$ cat src/rtl/seg_pkg.sv
// Shared constants for the seven-segment scan controller: active-high
// hex glyph table ({g,f,e,d,c,b,a}) and the all-segments-off code.
package seg_pkg;

  typedef logic [6:0] seg_t;

  localparam seg_t SEG_OFF = 7'h00;

  localparam seg_t SEG_CODE [16] = '{
    7'h3F, 7'h06, 7'h5B, 7'h4F, 7'h66, 7'h6D, 7'h7D, 7'h07,
    7'h7F, 7'h6F, 7'h77, 7'h7C, 7'h39, 7'h5E, 7'h79, 7'h71
  };

endpackage

$ cat src/rtl/seg_hex_decode.sv
// Combinational nibble-to-segment decode, active-high output.
// A blanked digit decodes to SEG_OFF regardless of the nibble.
module seg_hex_decode
  import seg_pkg::*;
(
  input  logic [3:0] i_nibble,
  input  logic       i_blank,
  output logic [6:0] o_seg
);

  assign o_seg = i_blank ? SEG_OFF : SEG_CODE[i_nibble];

endmodule

$ cat src/rtl/seg_scan_ctrl.sv
// Multiplexed seven-segment scan controller with tear-free frame updates.
// Define SEG_LZ_BLANK_EN to enable leading-zero blanking via blank_lz.
module seg_scan_ctrl
  import seg_pkg::*;
#(
  parameter int DIGITS      = 8,
  parameter int SCAN_DIV    = 50000,
  parameter int SEL_ACT_LOW = 1,
  parameter int SEG_ACT_LOW = 1
) (
  input  logic                  clk,
  input  logic                  rst_n,
  input  logic                  en,
  input  logic                  load,
  input  logic [4*DIGITS-1:0]   disp_data,
  input  logic [DIGITS-1:0]     dp_in,
  input  logic                  blank_lz,
  output logic [6:0]            seg,
  output logic                  dp,
  output logic [DIGITS-1:0]     sel,
  output logic                  frame_done,
  output logic                  upd_pending
);

  localparam int              IW       = (DIGITS > 1) ? $clog2(DIGITS) : 1;
  localparam int              CW       = (SCAN_DIV > 1) ? $clog2(SCAN_DIV) : 1;
  localparam logic [IW-1:0]   LAST_IDX = IW'(DIGITS - 1);
  localparam logic [CW-1:0]   LAST_CNT = CW'(SCAN_DIV - 1);
  localparam logic            SEL_INV  = (SEL_ACT_LOW != 0);
  localparam logic            SEG_INV  = (SEG_ACT_LOW != 0);

  logic [CW-1:0]         r_count;
  logic [IW-1:0]         r_idx;
  logic [4*DIGITS-1:0]   r_pend_data;
  logic [DIGITS-1:0]     r_pend_dp;
  logic [4*DIGITS-1:0]   r_shd_data;
  logic [DIGITS-1:0]     r_shd_dp;
  logic                  r_upd_pending;
  logic                  r_frame_done;
  logic [DIGITS-1:0]     r_sel;
  logic [6:0]            r_seg;
  logic                  r_dp;

  logic                  w_tick;
  logic                  w_boundary;
  logic                  w_commit;
  logic [IW-1:0]         w_idx_next;
  logic [4*DIGITS-1:0]   w_shd_data_next;
  logic [DIGITS-1:0]     w_shd_dp_next;
  logic [DIGITS-1:0]     w_sel_onehot;
  logic [3:0]            w_nibble;
  logic                  w_dp_bit;
  logic                  w_blank;
  logic [6:0]            w_seg_code;

  assign w_tick     = en && (r_count == LAST_CNT);
  assign w_boundary = w_tick && (r_idx == LAST_IDX);
  // Paused scanning has no frame to tear, so the shadow follows pending directly.
  assign w_commit   = w_boundary || !en;
  assign w_idx_next = !w_tick ? r_idx : (r_idx == LAST_IDX) ? '0 : r_idx + 1'b1;

  // A load in the commit cycle bypasses pending so the newest data wins.
  assign w_shd_data_next = !w_commit ? r_shd_data : load ? disp_data : r_pend_data;
  assign w_shd_dp_next   = !w_commit ? r_shd_dp   : load ? dp_in     : r_pend_dp;

  // Outputs are registered from next-state values so they change with idx.
  assign w_sel_onehot = {{(DIGITS-1){1'b0}}, 1'b1} << w_idx_next;
  assign w_nibble     = w_shd_data_next[{w_idx_next, 2'b00} +: 4];
  assign w_dp_bit     = w_shd_dp_next[w_idx_next];

`ifdef SEG_LZ_BLANK_EN
  logic [DIGITS-1:0] w_lz_mask;
  logic              w_zero_run;

  always_comb begin
    // NOTE: every always_comb output gets a default first so no path infers a latch.
    w_lz_mask  = '0;
    w_zero_run = blank_lz;
    for (int k = DIGITS - 1; k >= 1; k--) begin
      w_zero_run   = w_zero_run && (w_shd_data_next[4*k +: 4] == 4'h0) && !w_shd_dp_next[k];
      w_lz_mask[k] = w_zero_run;
    end
  end

  assign w_blank = w_lz_mask[w_idx_next];
`else
  logic w_unused_blank_lz;
  assign w_unused_blank_lz = blank_lz;
  assign w_blank           = 1'b0;
`endif

  seg_hex_decode u_hex_decode (
    .i_nibble (w_nibble),
    .i_blank  (w_blank),
    .o_seg    (w_seg_code)
  );

  always_ff @(posedge clk) begin
    // NOTE: non-blocking assignments so every register samples pre-edge values.
    if (!rst_n) begin
      r_count       <= '0;
      r_idx         <= '0;
      r_pend_data   <= '0;
      r_pend_dp     <= '0;
      r_shd_data    <= '0;
      r_shd_dp      <= '0;
      r_upd_pending <= 1'b0;
      r_frame_done  <= 1'b0;
      r_sel         <= {DIGITS{SEL_INV}};
      r_seg         <= SEG_OFF ^ {7{SEG_INV}};
      r_dp          <= SEG_INV;
    end else begin
      if (en) begin
        r_count <= w_tick ? '0 : r_count + 1'b1;
      end
      r_idx <= w_idx_next;
      if (load) begin
        r_pend_data <= disp_data;
        r_pend_dp   <= dp_in;
      end
      r_shd_data    <= w_shd_data_next;
      r_shd_dp      <= w_shd_dp_next;
      r_upd_pending <= w_commit ? 1'b0 : (load || r_upd_pending);
      r_frame_done  <= w_boundary;
      if (en) begin
        r_sel <= w_sel_onehot ^ {DIGITS{SEL_INV}};
        r_seg <= w_seg_code ^ {7{SEG_INV}};
        r_dp  <= w_dp_bit ^ SEG_INV;
      end else begin
        r_sel <= {DIGITS{SEL_INV}};
        r_seg <= SEG_OFF ^ {7{SEG_INV}};
        r_dp  <= SEG_INV;
      end
    end
  end

  assign seg         = r_seg;
  assign dp          = r_dp;
  assign sel         = r_sel;
  assign frame_done  = r_frame_done;
  assign upd_pending = r_upd_pending;

endmodule

$ cat config.mk
export PLATFORM = sky130hd
export DESIGN_NAME = seg_scan_ctrl
export DESIGN_NICKNAME = d
export VERILOG_FILES = /design/src/rtl/seg_pkg.sv /design/src/rtl/seg_hex_decode.sv /design/src/rtl/seg_scan_ctrl.sv
export SDC_FILE = /design/constraint.sdc
export NUM_CORES = 1
export LEC_CHECK = 0
export ABC_CLOCK_PERIOD_IN_PS = 5000
export CAP_MARGIN = 20
export CORE_MARGIN = 4
export CORE_UTILIZATION = 56
export CTS_CLUSTER_DIAMETER = 200
export DETAILED_ROUTE_END_ITERATION = 16
export PLACE_DENSITY = 0.8
export SLEW_MARGIN = 0
export SYNTH_ARGS = -nofsm -noshare
export SYNTH_HDL_FRONTEND = slang
export SYNTH_HIERARCHICAL = 1
export SYNTH_SLANG_ARGS = --single-unit
$ cat constraint.sdc
create_clock -name clk -period 5 [get_ports clk]
set_clock_uncertainty 0.15 [all_clocks]
set_input_delay 1 -clock clk [delete_from_list [all_inputs] [get_ports clk]]
set_output_delay 1 -clock clk [all_outputs]
set_load 0.01 [all_outputs]
### After elaboration in Yosys (flattened, before gate mapping)

Memory sizes are Yosys's and may differ from the RTL's.
Cells that the tools add are included.

* flip-flop bits (word level): 117
* ROM bits: 112
* input port bits: 45
* output and inout port bits: 18
* word-level logic and storage cells: 43
* memories kept: 1

* $add $sub $neg: 2
* $lt $le $gt $ge: 2
* equal/unequal tests: 2
* shift operators: 2
* muxes and demuxes: 11
* bitwise logic cells: 5
* reductions and logical operators: 7

Memories
* (no name shown): depth 16, bits a word 7, read ports 1, clocked after memory_dff 0, write ports 0, RTL line seg_hex_decode.sv:11 `assign o_seg = i_blank ? SEG_OFF : SEG_CODE[i_nibble];`

Operator list (number)
* $mux 32: 2
* $shiftx 32x6->4: 1
* $add 16x1->16 const B: 1
* $eq 16x16->1 const B: 1
* $mux 16: 1
* $mux 8: 2
* $mux 7: 2
* $not 8->8: 1
* $shl 1x3->8 const A: 1
* $not 7->7: 1
* $mux 3: 2
* $ge 5x5->1 const B: 1
* $not 4->5: 1
* $lt 3x4->1 const B: 1
* $add 3x1->3 const B: 1
* $bmux 1 s3: 1
* $eq 3x3->1 const B: 1
* $logic_and 1x1->1: 2
* $logic_or 1x1->1: 2
* $not 1->1: 2
* $reduce_and 2->1: 1
* $reduce_or 2->1: 1
* $logic_not 1->1: 1
* $mux 1: 1

### Logic depth before layout (Yosys ltp)

* depth after elaboration: 11
* gate-level depth with buffers: 15
* depth with buffers taken out: 13

### By module

Netlist, hierarchy kept.

By module, submodules not included
* seg_scan_ctrl: instances 1, cells an instance 603, area each 5311.3 µm², sequential area each 2342.2 µm²
* seg_hex_decode: instances 1, cells an instance 33, area each 269.0 µm², sequential area each 0.0 µm²

### Worst setup path before layout

Ideal clock, no wire load.

* path kind: input to register
* start point: in en
* end point: reg r_seg[3] (netlist: seg[3])
* library setup time: 0.124 ns
* data arrival time: 3.551 ns
* required time: 4.726 ns
* path slack: 1.175 ns
* stages on the path: 13
* path buffers: 1
* cell sequence: and4_2 -> nand4_4 -> or3_4 -> buf_6 -> a211oi_1 -> a2111oi_0 -> mux2i_1 -> inv_1 -> ha_1 -> inv_1 -> mux4_1 -> nor2_1 -> nand2_1

* cells in the longest elaborated chain, start to end: 10
* elaborated cells on any way between the ends: 13
* classes of those cells: 1 x shift; 4 x mux; 2 x bitwise; 5 x reduce/logical; 1 x memory

RTL lines
* start, declared: RTL line seg_scan_ctrl.sv:13 `input logic en,`
* $logic_and 1x1->1: RTL line seg_scan_ctrl.sv:56 `assign w_tick = en && (r_count == LAST_CNT);`
* $logic_and 1x1->1: RTL line seg_scan_ctrl.sv:57 `assign w_boundary = w_tick && (r_idx == LAST_IDX);`
* $logic_or 1x1->1: RTL line seg_scan_ctrl.sv:59 `assign w_commit = w_boundary || !en;`
* $mux 32: RTL line seg_scan_ctrl.sv:63 `assign w_shd_data_next = !w_commit ? r_shd_data : load ? disp_data : r_pend_data;`
* $shiftx 32x6->4 (*): RTL line seg_scan_ctrl.sv:68 `assign w_nibble = w_shd_data_next[{w_idx_next, 2'b00} +: 4];`
* via w_nibble[0]: RTL line seg_scan_ctrl.sv:51 `logic [3:0] w_nibble;`
* $not 4->5 (implied by the code) (*): RTL line seg_hex_decode.sv:11
* $mem_v2 16x7 (*)
* $mux 7 (implied by the code) (*) (2 in series): RTL line seg_hex_decode.sv:11
* via w_seg_code[3]: RTL line seg_scan_ctrl.sv:54 `logic [6:0] w_seg_code;`
* $not 7->7 (no source line) (*)
* end signal, assigned: RTL line seg_scan_ctrl.sv:110 `r_seg <= SEG_OFF ^ {7{SEG_INV}};`
* end signal, assigned: RTL line seg_scan_ctrl.sv:127 `r_seg <= w_seg_code ^ {7{SEG_INV}};`
* end signal, assigned: RTL line seg_scan_ctrl.sv:131 `r_seg <= SEG_OFF ^ {7{SEG_INV}};`
* end, declared: RTL line seg_scan_ctrl.sv:41 `logic [6:0] r_seg;`

Mark *: on every way through the listed nets, which the timed path passes. The rest lies on a longest branch. The select of a mux whose other input is x is not followed.
A chain may end at the register's enable or synchronous reset.

### Final worst setup path

* start point: reg r_idx[0]
* end point: reg r_seg[2] (netlist: seg[2])

* cells in the longest elaborated chain, start to end: 10
* elaborated cells on any way between the ends: 13
* classes of those cells: 1 x add/sub; 1 x eq/ne; 1 x shift; 5 x mux; 2 x bitwise; 2 x reduce/logical; 1 x memory

RTL lines
* start, declared: RTL line seg_scan_ctrl.sv:33 `logic [IW-1:0] r_idx;`
* start signal, assigned: RTL line seg_scan_ctrl.sv:116 `r_idx <= w_idx_next;`
* branches (longest 4 deep; another with $add 3x1->3)
* $shiftx 32x6->4 (*): RTL line seg_scan_ctrl.sv:68
* via w_nibble[1]: RTL line seg_scan_ctrl.sv:51
* $not 4->5 (implied by the code) (*): RTL line seg_hex_decode.sv:11
* $mem_v2 16x7 (*)
* $mux 7 (implied by the code) (*) (2 in series): RTL line seg_hex_decode.sv:11
* via w_seg_code[2]: RTL line seg_scan_ctrl.sv:54
* $not 7->7 (no source line) (*)

Mark *: on every way through the listed nets, which the timed path passes. The select of a mux whose other input is x is not followed.

==> summary.txt <==
Layout
  • Post-layout util: 70.6%
  • Multi-input logic area: 2960 sq um
  • Sequential Area: 2340 sq um
  • # diodes: 0
  • Fin nets: 745
  • Synth-to-layout area growth: 23.2%
  • Commonest non-fill, non-tap cells in the layout: 117 x dfxtp_1, 67 x nor2_1, 59 x clkdlybuf4s50_1
  • Fill count: 769
  • Commonest non-fill, non-tap cell in the layout: dfxtp_1
  • Layout cells sized above 1: 8.52%
  • Final std cells w/o fill: 837

Synth
  • Synth Warn #: 6
  • Top cells by area, synth: dfxtp_1 42%, mux2i_1 10%, nand2b_1 5.6%
  • Synth Cell Area: 5580 sq um
  • Netlist cell types: 51
  • Post-synth EDFFs: 0
  • Syn Inst Count: 636
  • Synth top area share: 42.0%
  • Ys flop type: dfxtp_1
  • Post-Syn Area per Cell: 8.77 sq um
  • Synth area leader: dfxtp_1
  • Ys async rst share: 0%
  • Sequential share of the synthesized area: 42.0%
  • Seq cells post-synth: 117

Global routing
  • Initial antenna violation count: 0
  • GRT Util Overall: 23.6%
  • Vias in the first global route: 4424
  • Largest net degree at the start of global routing: 70
  • Global-route wire length before repair: 21.8 mm
  • GRT Residual Overflow: 0

STA
  • Max_slew headroom: 34.2%
  • Tightest Pin Transition: 962 ps
  • RSZ-0062 raised after global routing: no
  • FMAX: 217 MHz
  • Final Max Tran Viols: 0
  • Final Setup Violations: 0
  • Tcrit/Tclk final: 92.0%
  • Final hold violations: 0
  • Final worst path period need: 4600 ps
  • Setup TNS: 0 ps

Placed design
  • DP Wirelength: 8.79 mm
  • Routability cong.: 0.922
  • DP Cell Count: 804
  • Port bufs: 61

CTS
  • Post-CTS setup buffers: 0
  • Post-CTS Hold Buffers: 0
  • Num CTS Buffers: 17
  • CTS tree: yes
  • Clk_lat worst skew: 520 ps
  • Post_cts resized: 0
  • Reg clk slew, reported paths: 60 ps
  • Clock sink count: 117
  • Clock root buffer: clkbuf_8
  • H-tree depth: 4
  • Clock buffer depth: 2

Die
  • Core Region: 9730 sq um
  • Die Wd: 108 um
  • Die area: 11600 sq um
  • Row count: 36
  • Starting density of the core: 57.4%
  • Die H: 108 um
  • IO Pins: 63

Route
  • Vias after detailed routing: 4689
  • Iteration-0 DRC Markers: 316
  • DRC Markers: 0
  • Wirelength, routed: 13.3 mm
  • Via density: 5.60
  • DR pass1 iterations: 6
  • Wirelength per Cell: 15.9 um
  • Post-DRT Antenna Nets: 0

Pwr
  • Maximum VDD drop: 0.000228 V
  • Leakage: 2.76 nW
  • NetSw: 0.563 mW
  • Clock share of power: 51.0%
  • Int Pwr: 1.98 mW
  • Register share of total power: 38.9%
  • Gate power share: 10.1%
  • Sw Share: 22.1%
  • Cell Pwr Density: 370 nW/um^2

Critical path
  • Required time of the critical path: 5240 ps
  • Startpoint types: flip-flop
  • CP Capture Type: flip-flop
  • Setup slack, reg-to-reg: 400 ps
  • Arrival time worst endpoint: 4840 ps
  • Critical path fanouts, max: 48
  • Number of cells on the worst reg-to-reg path: 13
  • CP Class: reg -> reg

Status
  • Status: complete, no violations

Run
  • Max_cap viols: 0

Hold path
  • Hold path depth: 2
  • Hold crit path type: reg -> reg
[registers in the layout, indices dropped and copies added, names as in the netlist]
signal	flops
seg	7
r_pend_dp	8
r_shd_dp	8
dp	1
r_idx	3
sel	8
r_shd_data	32
r_pend_data	32
r_count	16
frame_done	1
upd_pending	1
[cells in the mapped netlist (2+ instances only)]
| cell | count |
|---|---|
| nor2b_1 | 12 |
| dfxtp_1 | 117 |
| xor2_1 | 8 |
| a22oi_1 | 7 |
| and2_1 | 10 |
| clkbuf_1 | 23 |
| mux2i_1 | 56 |
| buf_2 | 12 |
| nor3_1 | 28 |
| o21ai_1 | 3 |
| nand2b_1 | 50 |
| a21oi_1 | 32 |
| xnor2_1 | 5 |
| a2111oi_0 | 7 |
| and3_1 | 8 |
| nand4_1 | 3 |
| nand3_1 | 5 |
| buf_6 | 7 |
| a221oi_1 | 2 |
| o21ai_0 | 29 |
| inv_1 | 16 |
| a31oi_1 | 6 |
| and4_1 | 2 |
| nand3b_1 | 4 |
| mux2_2 | 2 |
| a2111oi_1 | 2 |
| ha_1 | 9 |
| nor2_1 | 67 |
| nand2_1 | 56 |
| a211oi_1 | 25 |
| or3_1 | 2 |
| nand3_2 | 2 |
[worst max-delay path, stage by stage (launching register included)]
cell	delay, ps
dfxtp_1	450
ha_1	190
ha_1	400
buf_4	520
nand2_1	80
o21ai_0	280
a211oi_2	80
a2111oi_0	870
mux2i_1	370
inv_1	230
ha_1	260
and2b_1	210
a221oi_1	270
nand2_1	90
[per-stage QoR]
stage	total power [mW]	setup slack, ps	hold WS, ps	area, sq um
final	2.55	401	338	6870
after global routing	2.63	245	376	6870
after CTS	2.55	570	345	6870
after detailed placement	1.26	255	335	6230
after global placement	1.25	416	320	6230
after floorplan	1.18	1170	301	5600
[final timing paths]
path | end | from
max reg2reg | seg[2]$_SDFF_PN1_ | r_idx[0]$_SDFF_PN0_
max | seg[2]$_SDFF_PN1_ | r_idx[0]$_SDFF_PN0_
min reg2reg | r_pend_dp[6]$_SDFF_PN0_ | r_pend_dp[6]$_SDFF_PN0_
min | r_pend_dp[6]$_SDFF_PN0_ | r_pend_dp[6]$_SDFF_PN0_
[cell families after synthesis]
logic type | share of synthesized area [%]
fa+ha+maj | 2.02
xor+xnor | 2.04
mux | 10.9
simple gates | 24.1
buf+inv | 5.40
other cells | 0.0672
flops | 42.0
compound gates | 13.5
[layer usage]
layer / up-vias / global-route usage (%) / wire (um)
met5: - / 0 / 0
li1: 2303 / - / -
met4: 0 / 7.75 / 217
met2: 189 / 36.8 / 6230
met3: 27 / 6.66 / 925
met1: 2170 / 31.5 / 5900
[power by group through the flow]
stage	combinational, mW	clock [mW]	sequential (mW)
after floorplan	0.168	0	1.01
after global placement	0.241	0	1.01
after detailed placement	0.251	0	1.01
after CTS	0.255	1.31	0.990
after global routing	0.283	1.36	0.994
final	0.258	1.30	0.991
[area by class of cell]
cell class                      count  share of cell area, %
Clock buffer                       23                   6.64
Clock inverter                      9                   2.53
Inverter                           17                  0.928
Multi-Input combinational cell    464                   43.1
Sequential cell                   117                   34.1
Tap cell                          133                   2.42
Timing Repair Buffer               74                   10.3
(Power assumes the default switching activity.)
